[config.mk]
export PLATFORM = sky130hd
export DESIGN_NAME = fifo_wr_packer
export DESIGN_NICKNAME = d
export VERILOG_FILES = /design/src/rtl/fifo_pack_pkg.sv /design/src/rtl/fifo_wr_packer.sv
export SDC_FILE = /design/constraint.sdc
export NUM_CORES = 1
export LEC_CHECK = 0
export ABC_AREA = 1
export BUFFER_PORTS_ARGS = -buffer_cell sky130_fd_sc_hd__buf_4
export CORE_MARGIN = 8
export CORE_UTILIZATION = 30
export DETAILED_ROUTE_END_ITERATION = 8
export PLACE_DENSITY_LB_ADDON = 0.2
export SYNTH_ARGS = -nofsm -noshare
export SYNTH_HDL_FRONTEND = slang
export SYNTH_SLANG_ARGS = --single-unit
[constraint.sdc]
create_clock -name wrclk -period 5.7 [get_ports wrclk]
set_input_delay 1.14 -clock wrclk [delete_from_list [all_inputs] [get_ports wrclk]]
set_output_delay 1.14 -clock wrclk [all_outputs]
set_load 0.01 [all_outputs]
[src/rtl/fifo_pack_pkg.sv]
// fifo_pack_pkg: shared state encoding and FIFO word layout for the write packer and read unpacker.
package fifo_pack_pkg;

    typedef enum logic [1:0] {EMPTY, FILL, HOLD} pack_state_e;

    function automatic int fifo_width(input int out_w, input int llog2);
        return out_w + 1 + llog2;
    endfunction

    function automatic int nlanes_lsb(input int out_w);
        return out_w;
    endfunction

    function automatic int last_bit(input int out_w, input int llog2);
        return out_w + llog2;
    endfunction

endpackage

[src/rtl/fifo_wr_packer.sv]
// fifo_wr_packer: packs RATIO input lanes into one word and writes {last, nlanes-1, word}
// into an async FIFO write port through a single hold register.
module fifo_wr_packer
    import fifo_pack_pkg::*;
#(
    parameter int IN_WIDTH   = 8,
    parameter int RATIO      = 4,
    parameter int LLOG2      = 2,
    localparam int OUT_WIDTH  = IN_WIDTH * RATIO,
    localparam int FIFO_WIDTH = fifo_width(OUT_WIDTH, LLOG2)
) (
    input  logic                  wrclk,
    input  logic                  aclr,
    input  logic [IN_WIDTH-1:0]   in_data,
    input  logic                  in_valid,
    input  logic                  in_last,
    output logic                  in_ready,
    input  logic                  flush,
    output logic [FIFO_WIDTH-1:0] fifo_data,
    output logic                  fifo_wrreq,
    input  logic                  fifo_wr_full,
    output logic [15:0]           word_count,
    output logic [15:0]           pkt_count
);

    localparam int LAST_BIT = last_bit(OUT_WIDTH, LLOG2);
    localparam int NL_LSB   = nlanes_lsb(OUT_WIDTH);

    pack_state_e           state_q, state_d;
    logic [LLOG2-1:0]      cnt_q, cnt_d;
    logic [OUT_WIDTH-1:0]  asm_q, asm_d;
    logic [FIFO_WIDTH-1:0] hold_q, hold_d;
    logic [15:0]           word_count_q, word_count_d;
    logic [15:0]           pkt_count_q, pkt_count_d;
    logic                  hold_valid, accept, close;
    logic [OUT_WIDTH-1:0]  merged;
    logic [FIFO_WIDTH-1:0] word;

    assign hold_valid = (state_q == HOLD);
    assign in_ready   = !hold_valid || !fifo_wr_full;
    assign fifo_wrreq = hold_valid && !fifo_wr_full;
    assign fifo_data  = hold_q;
    assign word_count = word_count_q;
    assign pkt_count  = pkt_count_q;

    always_comb begin
        accept = in_valid && in_ready;
        merged = asm_q;
        for (int k = 0; k < RATIO; k++)
            if (accept && cnt_q == LLOG2'(k)) merged[k*IN_WIDTH +: IN_WIDTH] = in_data;
        // a flush-only closure must not overwrite a held word that cannot drain this cycle
        close = accept ? (cnt_q == LLOG2'(RATIO-1) || in_last || flush)
                       : (flush && cnt_q != '0 && in_ready);
        word = '0;
        word[OUT_WIDTH-1:0] = merged;
        word[NL_LSB +: LLOG2] = accept ? cnt_q : cnt_q - LLOG2'(1);
        word[LAST_BIT] = accept && in_last;
        cnt_d = close ? '0 : cnt_q + LLOG2'(accept);
        asm_d = close ? '0 : merged;
        hold_d = close ? word : hold_q;
        state_d = (close || (hold_valid && !fifo_wrreq)) ? HOLD : (cnt_d != '0 ? FILL : EMPTY);
        word_count_d = word_count_q + 16'(fifo_wrreq);
        pkt_count_d = pkt_count_q + 16'(fifo_wrreq && hold_q[LAST_BIT]);
    end

    always_ff @(posedge wrclk or negedge aclr) begin
        if (!aclr) begin
            state_q      <= EMPTY;
            cnt_q        <= '0;
            asm_q        <= '0;
            hold_q       <= '0;
            word_count_q <= '0;
            pkt_count_q  <= '0;
        end else begin
            state_q      <= state_d;
            cnt_q        <= cnt_d;
            asm_q        <= asm_d;
            hold_q       <= hold_d;
            word_count_q <= word_count_d;
            pkt_count_q  <= pkt_count_d;
        end
    end

endmodule

======== After elaboration in Yosys (flattened, before gate mapping) ========
Cells that the tools add are included.
operators by class
  add/sub/neg operators ................... 4
  equal/unequal tests ..................... 4
  mux-type cells .......................... 10
  reductions and logical operators ........ 21
operators by type and width
  cell                                                                   number
  16-bit by 1-bit adder with 16-bit output                               2
  32-bit 2-to-1 mux                                                      1
  8-bit 2-to-1 mux                                                       4
  1-bit logical AND                                                      11
  2-bit equality test, second input constant                             3
  2-bit 2-to-1 mux                                                       3
  1-bit logical OR                                                       4
  2-bit nonzero test                                                     2
  1-bit zero test                                                        3
  2-bit by 1-bit adder with 2-bit output                                 1
  2-bit by 1-bit equality test with 1-bit output, second input constant  1
  2-bit zero test                                                        1
  1-bit 2-to-1 mux                                                       2
  2-bit by 1-bit subtractor with 2-bit output, second input constant     1
storage, ports and cells
  register bits ........................... 103
  input bits .............................. 14
  output and inout bits ................... 69
  word-level logic and storage cells ...... 45

======== Depth between registers and ports, before layout ========
Gate-level depths: netlist of run 1.
  depth after elaboration ................. 9
  gate-level depth with buffers ........... 10
  gate-level depth less buffers ........... 10

======== Least setup slack after synthesis of run 1 ========
OpenSTA, ideal clock, no wires.
  path type ............................... input-to-output
  from .................................... in fifo_wr_full
  to ...................................... out fifo_wrreq
  arrival time ............................ 1,485 ps
  data required time ...................... 4,560 ps
  setup slack ............................. 3,075 ps
  stages on the path ...................... 1
  buffers on the path ..................... 0
  cell sequence ........................... nor3_1
on the way
  word-level cells in the longest chain between the ends .. 2
ends and longest elaborated chain
  what               RTL line              RTL
  from (decl)        fifo_wr_packer.sv:21  input logic fifo_wr_full,
  1-bit zero test    fifo_wr_packer.sv:41  assign fifo_wrreq = hold_valid && !fifo_wr_full;
  1-bit logical AND  fifo_wr_packer.sv:41
  to (decl)          fifo_wr_packer.sv:20  output logic fifo_wrreq,
No other way between the ends.

======== Worst setup path after layout of run 1 ========
Same ends and word-level chain as after synthesis.

==> run_summary.xml, run 1 <==
<?xml version="1.0" encoding="UTF-8"?>
<metrics>
  <group name="run_status">
    <metric name="outcome" unit="">complete, no violations</metric>
  </group>
  <group name="clock_network">
    <metric name="cts_buffer_depth" unit="">2</metric>
    <metric name="htree_num_levels" unit="">3</metric>
    <metric name="post-cts-setup-buffers" unit="">0</metric>
    <metric name="clockRootBuffer" unit="">clkbuf_16</metric>
    <metric name="clock_tree_from_tritoncts" unit="">yes</metric>
    <metric name="cts_resized" unit="">0</metric>
    <metric name="cts_hold_buf" unit="">0</metric>
    <metric name="worst_setup_hold_path_clk_slew" unit="ns">0.07</metric>
    <metric name="numCtsBuffers" unit="">9</metric>
    <metric name="cts_num_sinks" unit="">103</metric>
    <metric name="clock_latency" unit="ns">0.34</metric>
  </group>
  <group name="power">
    <metric name="clkPwrFrac" unit="%">23.4</metric>
    <metric name="sequentialPowerShare" unit="%">42.2</metric>
    <metric name="cell_int_power" unit="W">0.00167</metric>
    <metric name="static-leakage-power" unit="nW">3.04</metric>
    <metric name="power.switching_fraction" unit="%">35.2</metric>
    <metric name="power.density" unit="nW/um^2">450</metric>
    <metric name="peak_supply_drop" unit="mV">0.192</metric>
    <metric name="p_sw" unit="W">0.000909</metric>
    <metric name="comb_power_share" unit="%">34.4</metric>
  </group>
  <group name="sta">
    <metric name="slew_headroom" unit="%">44.4</metric>
    <metric name="timing.clock.skew" unit="ns">0.00726</metric>
    <metric name="min_period" unit="ns">2.89</metric>
    <metric name="timing.setup.tns" unit="ns">0</metric>
    <metric name="maxClockFrequency" unit="MHz">346</metric>
    <metric name="final.period_utilization" unit="%">50.7</metric>
    <metric name="report.final.setup_viol" unit="">0</metric>
    <metric name="finalWorstSetupSlack" unit="ns">2.81</metric>
    <metric name="slew_viol_final" unit="">0</metric>
    <metric name="grt_setup_unrepaired" unit="">no</metric>
    <metric name="hold_viol_final" unit="">0</metric>
    <metric name="worst_pin_slew" unit="ns">0.835</metric>
  </group>
  <group name="critical_path">
    <metric name="worst_r2r_endpoint" unit="">fifo_data[33]</metric>
    <metric name="cpMaxStageDelayCell" unit="">nor3_1</metric>
    <metric name="endpoint_kind" unit="">primary output</metric>
    <metric name="critPathArrivalTime" unit="ns">1.75</metric>
    <metric name="crit_top_cell" unit="">buf_4</metric>
    <metric name="setup.reg_to_reg.worst_slack" unit="ns">3.13</metric>
    <metric name="critical-path-max-stage-delay" unit="ns">0.29</metric>
    <metric name="ff_to_ff_start" unit="">cnt_q[0]</metric>
    <metric name="cp-start-kind" unit="">input pin</metric>
    <metric name="critical_path.max_fanout" unit="">3</metric>
    <metric name="worst_ep_required_time" unit="ns">4.56</metric>
    <metric name="worstPathCellList" unit="">buf_4, nor3_1, buf_4</metric>
    <metric name="worst-setup-path-type" unit="">in -&gt; out</metric>
    <metric name="count_of_cells_along_the_worst_register_to_register_path" unit="">9</metric>
  </group>
  <group name="floorplan">
    <metric name="die-width" unit="um">141</metric>
    <metric name="core_area" unit="um^2">15700</metric>
    <metric name="design.portCount" unit="">83</metric>
    <metric name="die_h" unit="um">141</metric>
    <metric name="start_util" unit="%">30.2</metric>
    <metric name="die-area" unit="um^2">20000</metric>
    <metric name="fp-row-count" unit="">46</metric>
  </group>
  <group name="placed_design">
    <metric name="dp_hpwl" unit="um">7590</metric>
    <metric name="post-place-cells" unit="">785</metric>
    <metric name="gp_congestion" unit="">0.778</metric>
    <metric name="buffer_ports.inserted" unit="">82</metric>
    <metric name="place_ws" unit="ns">2.59</metric>
  </group>
  <group name="grt">
    <metric name="grtUsageMet3" unit="%">3.23</metric>
    <metric name="initial_antenna_violation_count" unit="">0</metric>
    <metric name="grtUsageMet2" unit="%">16.7</metric>
    <metric name="grt_pass1_wl" unit="um">18100</metric>
    <metric name="maximum_number_of_pins_on_one_net_before_global_route_repair" unit="">68</metric>
    <metric name="grt-ovfl-total" unit="">0</metric>
    <metric name="grt_most_used_layer" unit="">met2</metric>
    <metric name="grt_usage" unit="%">11.3</metric>
    <metric name="grt_pass1_vias" unit="">3535</metric>
    <metric name="met1_usage" unit="%">15.4</metric>
  </group>
  <group name="final_layout">
    <metric name="seqCellArea" unit="um^2">2580</metric>
    <metric name="multiInputGateArea" unit="um^2">1770</metric>
    <metric name="syn2layout_area_growth" unit="%">21.5</metric>
    <metric name="instances_no_fill" unit="">799</metric>
    <metric name="nNetsFinal" unit="">603</metric>
    <metric name="utilization" unit="%">36.6</metric>
    <metric name="final_layout_size_suffix_gt1_share" unit="%">21.6</metric>
    <metric name="final.fill_count" unit="">1643</metric>
    <metric name="antennaDiodeCount" unit="">0</metric>
  </group>
  <group name="yosys">
    <metric name="synthesis.yosys.warnings" unit="">0</metric>
    <metric name="synth_sequential_area_ratio" unit="%">54.6</metric>
    <metric name="synth_top_flop_cell" unit="">dfrtp_1</metric>
    <metric name="synth_cell_type_count" unit="">32</metric>
    <metric name="synth.ff_latch_count" unit="">103</metric>
    <metric name="async_reset_ff_share" unit="%">100</metric>
    <metric name="synth_enable_flop_cells" unit="">0</metric>
    <metric name="mappedNetlistArea" unit="um^2">4720</metric>
    <metric name="postSynthAreaPerCell" unit="um^2">9.39</metric>
    <metric name="synth.net_count" unit="">526</metric>
    <metric name="synthCells" unit="">503</metric>
  </group>
  <group name="hold_path">
    <metric name="hold_path_startpoint" unit="">fifo_data[14]</metric>
    <metric name="hold_depth" unit="">2</metric>
    <metric name="type_of_the_most_critical_hold_path" unit="">reg -&gt; reg</metric>
    <metric name="hold-path-endpoint" unit="">fifo_data[14]</metric>
  </group>
  <group name="route">
    <metric name="route.detailed.vias_per_inst" unit="">4.38</metric>
    <metric name="detail_route.drc_violations" unit="">0</metric>
    <metric name="drtAntennaViolNets" unit="">0</metric>
    <metric name="number_of_design_rule_violations_left_by_the_first_detailed_router_iteration" unit="">196</metric>
    <metric name="dr_total_vias" unit="">3502</metric>
    <metric name="first_pass_iteration_count_of_the_detailed_router" unit="">6</metric>
    <metric name="detail_route.wl_per_cell" unit="um">13.5</metric>
    <metric name="routed_wl" unit="um">10800</metric>
  </group>
  <group name="flow_run">
    <metric name="cap_violations" unit="">0</metric>
  </group>
</metrics>
[registers in the layout, indices dropped and copies added (netlist names)]
name,cells
asm_q,32
cnt_q,2
fifo_data,35
pkt_count,16
state_q,2
word_count,16
[synthesized netlist by cell type, types with 6 or more instances]
cell type | count | area share (%)
buf_6 | 12 | 2.9
dfrtp_1 | 103 | 55
ha_1 | 9 | 2.4
inv_1 | 50 | 4.0
nand2_1 | 123 | 9.8
nand2_2 | 12 | 1.6
nand3_1 | 13 | 1.4
nor2_1 | 51 | 4.1
nor3_1 | 6 | 0.64
o211ai_1 | 32 | 5.1
o21ai_0 | 30 | 3.2
xor2_1 | 16 | 3.0
[cell usage in the layout (no fill, tap or decap), types with 6 or more instances in the layout]
master and instances:
nand2_1 123, dfrtp_1 103, buf_4 84, nor2_1 51
inv_1 50, o211ai_1 32, o21ai_0 30, xor2_1 16
nand3_1 13, nand2_2 12, ha_1 9, clkbuf_16 9
nor3_1 6
[power by group through the flow]
stage / logic [W] / clock network (W) / registers [W]
4_1_cts: 0.000912 / 0.000633 / 0.00109
3_5_place_dp: 0.000905 / 0 / 0.00110
5_1_grt: 0.00103 / 0.000656 / 0.00112
6_report: 0.000887 / 0.000605 / 0.00109
3_3_place_gp: 0.000881 / 0 / 0.00110
2_1_floorplan: 0.000518 / 0 / 0.00115
[logic make-up after synthesis]
logic type	count (synthesis)	share of synthesized area, %
and+or+nand+nor	228	21.8
adders and majority gates	9	2.38
AOI/OAI and AO/OA	71	9.33
xor gates and xnor gates	21	3.89
DFF	103	54.6
buffers and inverters	71	7.98
[through the flow]
step / power (W) / instance area (um^2) / hold slack (ns)
3_3_place_gp: 0.00198 / 5450 / 0.468
2_1_floorplan: 0.00167 / 4720 / 0.514
5_1_grt: 0.00280 / 5740 / 0.517
6_report: 0.00258 / 5740 / 0.479
4_1_cts: 0.00264 / 5740 / 0.488
3_5_place_dp: 0.00201 / 5450 / 0.469
[critical path: cells and delay by family]
kind,cells,cell delay (ns)
AND/OR/NAND/NOR,1,0.29
buffers and inverters,2,0.32
[layer usage]
| layer | share of wire [%] | up-vias | wire length, um |
|---|---|---|---|
| li1 | - | 1764 | - |
| met1 | 49 | 1645 | 5300 |
| met2 | 43 | 82 | 4640 |
| met3 | 6.2 | 11 | 668 |
| met4 | 1.4 | 0 | 152 |
| met5 | 0 | - | 0 |
[worst max-delay path by stage]
stage,start,endpoint,slack (ns),depth (start not counted)
CTS,fifo_wr_full,fifo_wrreq,2.80,3
floorplan,fifo_wr_full,fifo_wrreq,3.07,1
finish,fifo_wr_full,fifo_wrreq,2.81,3
global placement,fifo_wr_full,fifo_data[33],2.66,8
detailed placement,fifo_wr_full,fifo_data[33],2.59,8
global route,fifo_wr_full,fifo_data[33],2.65,8
[cell type report]
class | instances | area share (%)
Clock buffer | 10 | 4.17
Clock inverter | 4 | 0.829
Inverter | 53 | 3.56
Multi-Input combinational cell | 329 | 30.8
Sequential cell | 103 | 44.9
Tap cell | 216 | 4.71
Timing Repair Buffer | 84 | 11.0
Note: power is estimated with default switching activity, not from simulation.
==> run 2, diff against run 1 <==
clock period = 2.88 ns   (was 5.7 ns; I/O delays follow)
==> run 2 against run 1 <==
Against the previous run:
- setup slack worse by 2.0 ns
- clock-buffer cell count stayed put
- register-to-register slack worse by 2.3 ns
- non-clock buffer count is 1 higher
- final cell count is 0.38% higher
- sequential cell count stayed put
- core utilization is 0.21 points higher
==> run_summary.xml, run 2 (synthesis gave the netlist of run 1 again) <==
<?xml version="1.0" encoding="UTF-8"?>
<metrics>
  <group name="power">
    <metric name="p_sw" unit="W">0.00185</metric>
    <metric name="static-leakage-power" unit="nW">3.04</metric>
    <metric name="power.switching_fraction" unit="%">35.9</metric>
    <metric name="clkPwrFrac" unit="%">24.2</metric>
    <metric name="power.density" unit="nW/um^2">894</metric>
    <metric name="peak_supply_drop" unit="mV">0.350</metric>
    <metric name="cell_int_power" unit="W">0.00331</metric>
    <metric name="comb_power_share" unit="%">34.0</metric>
    <metric name="sequentialPowerShare" unit="%">41.8</metric>
  </group>
  <group name="route">
    <metric name="detail_route.drc_violations" unit="">0</metric>
    <metric name="dr_total_vias" unit="">3568</metric>
    <metric name="first_pass_iteration_count_of_the_detailed_router" unit="">4</metric>
    <metric name="routed_wl" unit="um">11200</metric>
    <metric name="number_of_design_rule_violations_left_by_the_first_detailed_router_iteration" unit="">199</metric>
    <metric name="detail_route.wl_per_cell" unit="um">14.0</metric>
    <metric name="route.detailed.vias_per_inst" unit="">4.45</metric>
    <metric name="drtAntennaViolNets" unit="">0</metric>
  </group>
  <group name="sta">
    <metric name="grt_setup_unrepaired" unit="">no</metric>
    <metric name="timing.setup.tns" unit="ns">0</metric>
    <metric name="slew_headroom" unit="%">41.3</metric>
    <metric name="min_period" unit="ns">2.08</metric>
    <metric name="maxClockFrequency" unit="MHz">480</metric>
    <metric name="final.period_utilization" unit="%">72.4</metric>
    <metric name="timing.clock.skew" unit="ns">0.00854</metric>
    <metric name="worst_pin_slew" unit="ns">0.880</metric>
    <metric name="hold_viol_final" unit="">0</metric>
    <metric name="slew_viol_final" unit="">0</metric>
    <metric name="report.final.setup_viol" unit="">0</metric>
  </group>
  <group name="final_layout">
    <metric name="most_frequent_standard_cell_in_the_layout_excluding_fill_and_tap_cells" unit="">nand2_1</metric>
    <metric name="final_layout_size_suffix_gt1_share" unit="%">21.8</metric>
    <metric name="final_area" unit="um^2">5770</metric>
    <metric name="nNetsFinal" unit="">604</metric>
    <metric name="max_reg_flops" unit="">35</metric>
    <metric name="syn2layout_area_growth" unit="%">22.2</metric>
    <metric name="antennaDiodeCount" unit="">0</metric>
    <metric name="commonest_cells_after_routing_fill_and_taps_aside" unit="">nand2_1, dfrtp_1, buf_4</metric>
  </group>
  <group name="placed_design">
    <metric name="gp_congestion" unit="">0.779</metric>
    <metric name="buffer_ports.inserted" unit="">82</metric>
    <metric name="dp_hpwl" unit="um">7510</metric>
    <metric name="dpl_cell_area" unit="um^2">5470</metric>
  </group>
  <group name="critical_path">
    <metric name="endpoint_kind" unit="">flip-flop</metric>
    <metric name="worst_ep_required_time" unit="ns">3.12</metric>
    <metric name="critical_path.max_fanout" unit="">69</metric>
    <metric name="setup.reg_to_reg.worst_slack" unit="ns">0.80</metric>
    <metric name="critPathArrivalTime" unit="ns">2.32</metric>
    <metric name="cp-start-kind" unit="">flip-flop</metric>
    <metric name="worst-setup-path-type" unit="">reg -&gt; reg</metric>
  </group>
  <group name="clock_network">
    <metric name="cts_buffer_depth" unit="">2</metric>
    <metric name="cts_hold_buf" unit="">0</metric>
    <metric name="numCtsBuffers" unit="">9</metric>
    <metric name="worst_setup_hold_path_clk_slew" unit="ns">0.07</metric>
    <metric name="cts_num_sinks" unit="">103</metric>
    <metric name="htree_num_levels" unit="">3</metric>
    <metric name="cts_resized" unit="">0</metric>
    <metric name="post-cts-setup-buffers" unit="">0</metric>
    <metric name="clock_tree_from_tritoncts" unit="">yes</metric>
    <metric name="clock_latency" unit="ns">0.35</metric>
    <metric name="clockRootBuffer" unit="">clkbuf_16</metric>
  </group>
  <group name="floorplan">
    <metric name="core_area" unit="um^2">15700</metric>
    <metric name="start_util" unit="%">30.2</metric>
    <metric name="die_h" unit="um">141</metric>
    <metric name="fp-row-count" unit="">46</metric>
    <metric name="die-width" unit="um">141</metric>
    <metric name="design.portCount" unit="">83</metric>
    <metric name="die-area" unit="um^2">20000</metric>
  </group>
  <group name="grt">
    <metric name="grt_usage" unit="%">11.7</metric>
    <metric name="grt-ovfl-total" unit="">0</metric>
    <metric name="grt_pass1_wl" unit="um">18400</metric>
    <metric name="maximum_number_of_pins_on_one_net_before_global_route_repair" unit="">70</metric>
    <metric name="grt_pass1_vias" unit="">3463</metric>
    <metric name="initial_antenna_violation_count" unit="">0</metric>
  </group>
  <group name="flow_run">
    <metric name="cap_violations" unit="">0</metric>
  </group>
  <group name="run_status">
    <metric name="outcome" unit="">complete, no violations</metric>
  </group>
  <group name="hold_path">
    <metric name="type_of_the_most_critical_hold_path" unit="">in -&gt; async</metric>
  </group>
</metrics>
## run 2: cell count changes in the layout (fill, tap and decap cells not counted), sizes merged
cell / delta
buf: +1
clkinv: -1
clkinvlp: +2
inv: +1
## run 2: path summary, 6_finish.rpt
kind                                      end  cells after the start           from
worst max-delay path               state_q[0]                      9       cnt_q[0]
max in group asynchronous            asm_q[3]                      2           aclr
worst min register to register  fifo_data[29]                      2  fifo_data[29]
min in group wrclk              fifo_data[29]                      2  fifo_data[29]
worst min-delay path             fifo_data[2]                      1           aclr
worst max register to register     state_q[0]                      9       cnt_q[0]
## run 2: metal layers
layer	wire [um]	global-route usage, %
met1	5500	16.1
met2	4790	16.8
met3	737	3.29
met4	180	5.09
met5	0	0
## run 2: area by class of cell
type	count	area (um^2)
well taps	216	270
repair buffers	85	651
multi-input cells	329	1770
clock inverters	6	70.1
fillers	1621	9890
flip-flops and latches	103	2580
inverters	53	204
clock buffers	10	229
## run 2: metrics by stage
stage / cells / hold WS, ns / util [%] / worst slack [ns] / total power [W]
floorplan: 503 / 0.280 / - / 0.827 / 0.00330
global placement: 786 / 0.471 / 34.9 / 0.605 / 0.00392
detailed placement: 786 / 0.468 / 34.9 / 0.540 / 0.00397
CTS: 802 / 0.382 / 36.9 / 0.782 / 0.00526
global route: 802 / 0.416 / 36.9 / 0.599 / 0.00560
finish: 802 / 0.343 / 36.9 / 0.795 / 0.00516
## run 2: critical path: stages, from the launching register on
cell and delay [ns]:
dfrtp_1 0.42, inv_1 0.11, ha_1 0.26, nor2_1 0.10
nand3_1 0.09, nand2_2 0.09, buf_4 0.55, nor2_1 0.15
nor2_1 0.15, nor2_1 0.06
## run 2: power by group through the flow
stage,logic (W),clock network [W],registers (W)
2_1_floorplan,0.00103,0,0.00227
3_3_place_gp,0.00175,0,0.00218
3_5_place_dp,0.00179,0,0.00218
4_1_cts,0.00180,0.00130,0.00216
5_1_grt,0.00201,0.00136,0.00222
6_report,0.00175,0.00125,0.00216
==> run 3, diff against run 2 <==
clock period = 2.2 ns   (was 2.88 ns; I/O delays follow)
==> run 3 against run 2 <==
Against the previous run:
- core utilization grew 0.26 points
- final cell count rose by 0.25%
- hold slack got worse by 0.26 ns
- cell area up 0.69%
- critical path type unchanged
- largest power group unchanged
==> run_summary.xml, run 3 (synthesis gave the netlist of run 1 again) <==
<?xml version="1.0" encoding="UTF-8"?>
<metrics>
  <group name="clock_network">
    <metric name="cts_buffer_depth" unit="">2</metric>
    <metric name="worst_setup_hold_path_clk_slew" unit="ns">0.06</metric>
    <metric name="cts_hold_buf" unit="">0</metric>
    <metric name="clock_latency" unit="ns">0.35</metric>
    <metric name="cts_num_sinks" unit="">103</metric>
    <metric name="clock_tree_from_tritoncts" unit="">yes</metric>
    <metric name="clockRootBuffer" unit="">clkbuf_16</metric>
    <metric name="numCtsBuffers" unit="">9</metric>
    <metric name="htree_num_levels" unit="">3</metric>
  </group>
  <group name="critical_path">
    <metric name="worstSetupPathDepth" unit="">8</metric>
    <metric name="cp-start-kind" unit="">flip-flop</metric>
    <metric name="critical-path-max-stage-delay" unit="ns">0.41</metric>
    <metric name="endpoint_kind" unit="">flip-flop</metric>
    <metric name="critPathArrivalTime" unit="ns">2.22</metric>
    <metric name="cpMaxStageDelayCell" unit="">dfrtp_1</metric>
    <metric name="worst-path-buf-inv" unit="">0</metric>
    <metric name="worstPathCellList" unit="">nor3_1, ha_1, ha_1, nand2_1, nor2_1, nand2_1, nor2_1, xor2_1</metric>
    <metric name="worst-setup-path-type" unit="">reg -&gt; reg</metric>
    <metric name="cp_top_family" unit="">simple AND/OR/NAND/NOR gates</metric>
    <metric name="critical_path.max_fanout" unit="">3</metric>
    <metric name="count_of_cells_along_the_worst_register_to_register_path" unit="">8</metric>
    <metric name="worst_ep_required_time" unit="ns">2.47</metric>
  </group>
  <group name="floorplan">
    <metric name="die-area" unit="um^2">20000</metric>
    <metric name="die-width" unit="um">141</metric>
    <metric name="design.portCount" unit="">83</metric>
    <metric name="core_area" unit="um^2">15700</metric>
    <metric name="start_util" unit="%">30.2</metric>
    <metric name="die_h" unit="um">141</metric>
    <metric name="fp-row-count" unit="">46</metric>
  </group>
  <group name="route">
    <metric name="number_of_design_rule_violations_left_by_the_first_detailed_router_iteration" unit="">172</metric>
    <metric name="drtAntennaViolNets" unit="">0</metric>
    <metric name="detail_route.wl_per_cell" unit="um">13.6</metric>
    <metric name="route.detailed.vias_per_inst" unit="">4.38</metric>
    <metric name="routed_wl" unit="um">10900</metric>
    <metric name="detail_route.drc_violations" unit="">0</metric>
    <metric name="dr_total_vias" unit="">3519</metric>
    <metric name="first_pass_iteration_count_of_the_detailed_router" unit="">5</metric>
  </group>
  <group name="grt">
    <metric name="maximum_number_of_pins_on_one_net_before_global_route_repair" unit="">70</metric>
    <metric name="grt-ovfl-total" unit="">0</metric>
    <metric name="grt_usage" unit="%">11.4</metric>
    <metric name="initial_antenna_violation_count" unit="">0</metric>
    <metric name="met1_usage" unit="%">15.5</metric>
    <metric name="grtUsageMet3" unit="%">3.76</metric>
    <metric name="grt_pass1_wl" unit="um">17900</metric>
    <metric name="grt_pass1_vias" unit="">3363</metric>
    <metric name="grt_most_used_layer" unit="">met2</metric>
    <metric name="grtUsageMet2" unit="%">16.3</metric>
  </group>
  <group name="sta">
    <metric name="timing.clock.skew" unit="ns">0.0113</metric>
    <metric name="final.hold.worst_slack" unit="ns">0.0808</metric>
    <metric name="timing.setup.tns" unit="ns">0</metric>
    <metric name="worst_pin_slew" unit="ns">0.636</metric>
    <metric name="min_period" unit="ns">1.95</metric>
    <metric name="report.final.setup_viol" unit="">0</metric>
    <metric name="hold_viol_final" unit="">0</metric>
    <metric name="final.period_utilization" unit="%">88.5</metric>
    <metric name="slew_viol_final" unit="">0</metric>
    <metric name="slew_headroom" unit="%">57.5</metric>
    <metric name="grt_setup_unrepaired" unit="">no</metric>
    <metric name="maxClockFrequency" unit="MHz">513</metric>
  </group>
  <group name="final_layout">
    <metric name="multiInputGateArea" unit="um^2">1770</metric>
    <metric name="commonest_cells_after_routing_fill_and_taps_aside" unit="">nand2_1, dfrtp_1, buf_4</metric>
    <metric name="max_reg_flops" unit="">35</metric>
    <metric name="final_layout_size_suffix_gt1_share" unit="%">22.4</metric>
    <metric name="most_frequent_standard_cell_in_the_layout_excluding_fill_and_tap_cells" unit="">nand2_1</metric>
    <metric name="syn2layout_area_growth" unit="%">23.0</metric>
    <metric name="antennaDiodeCount" unit="">0</metric>
    <metric name="nNetsFinal" unit="">607</metric>
    <metric name="final_area" unit="um^2">5810</metric>
    <metric name="seqCellArea" unit="um^2">2580</metric>
    <metric name="final.fill_count" unit="">1626</metric>
    <metric name="utilization" unit="%">37.1</metric>
  </group>
  <group name="placed_design">
    <metric name="buffer_ports.inserted" unit="">82</metric>
    <metric name="gp_congestion" unit="">0.775</metric>
    <metric name="dp_hpwl" unit="um">7630</metric>
    <metric name="dpl_cell_area" unit="um^2">5510</metric>
  </group>
  <group name="power">
    <metric name="fin_total_pwr" unit="W">0.00674</metric>
    <metric name="static-leakage-power" unit="nW">3.07</metric>
    <metric name="power.density" unit="nW/um^2">1160</metric>
    <metric name="peak_supply_drop" unit="mV">0.472</metric>
  </group>
  <group name="run_status">
    <metric name="outcome" unit="">complete, no violations</metric>
  </group>
  <group name="flow_run">
    <metric name="cap_violations" unit="">0</metric>
  </group>
  <group name="hold_path">
    <metric name="type_of_the_most_critical_hold_path" unit="">in -&gt; async</metric>
  </group>
</metrics>
## run 3: changes by cell type in the layout (fill, tap and decap cells not counted)
cell	delta
buf_12	+1
buf_4	+2
clkbuf_1	-1
clkbuf_8	+1
clkinv_2	+1
clkinvlp_4	-1
inv_6	-1
nor4_1	-1
nor4_2	+1
## run 3: power by group
part | internal [W] | switching [W] | leakage, nW | total [W]
logic | 0.000969 | 0.00133 | 1.57 | 0.00230
clock network | 0.000907 | 0.000701 | 0.141 | 0.00161
registers | 0.00249 | 0.000342 | 1.36 | 0.00283
## run 3: routing by layer
layer  up-vias  wire length [um]
li1       1782                 -
met1      1639              5400
met2        85              4640
met3        13               692
met4         0               174
met5         -                 0
## run 3: path summary, 6_finish.rpt
| path | startpoint | end | slack (ns) |
|---|---|---|---|
| max | state_q[0] | word_count[10] | 0.25 |
| min | aclr | pkt_count[11] | 0.08 |
| max reg2reg | state_q[0] | word_count[10] | 0.25 |
| min reg2reg | fifo_data[27] | fifo_data[27] | 0.48 |
| max in group asynchronous | aclr | asm_q[2] | 1.49 |
| min in group wrclk | in_last | fifo_data[34] | 0.40 |
## run 3: timing repair
action,CTS,global route
buffers inserted,0,0
gates resized for setup,0,1
setup endpoints to repair,0,2
## run 3: metrics by stage
step                      setup slack, ns  instances
final                               0.252        804
after global routing               0.0242        804
after CTS                           0.122        804
after detailed placement          -0.0139        789
after global placement             0.0972        789
after floorplan                     0.283        503
## run 3: final cells by class
type / count / area share (%)
Clock buffer: 10 / 4.11
Clock inverter: 5 / 1.01
Sequential cell: 103 / 44.4
Tap cell: 216 / 4.65
Inverter: 53 / 3.51
Timing Repair Buffer: 88 / 11.8
Multi-Input combinational cell: 329 / 30.5
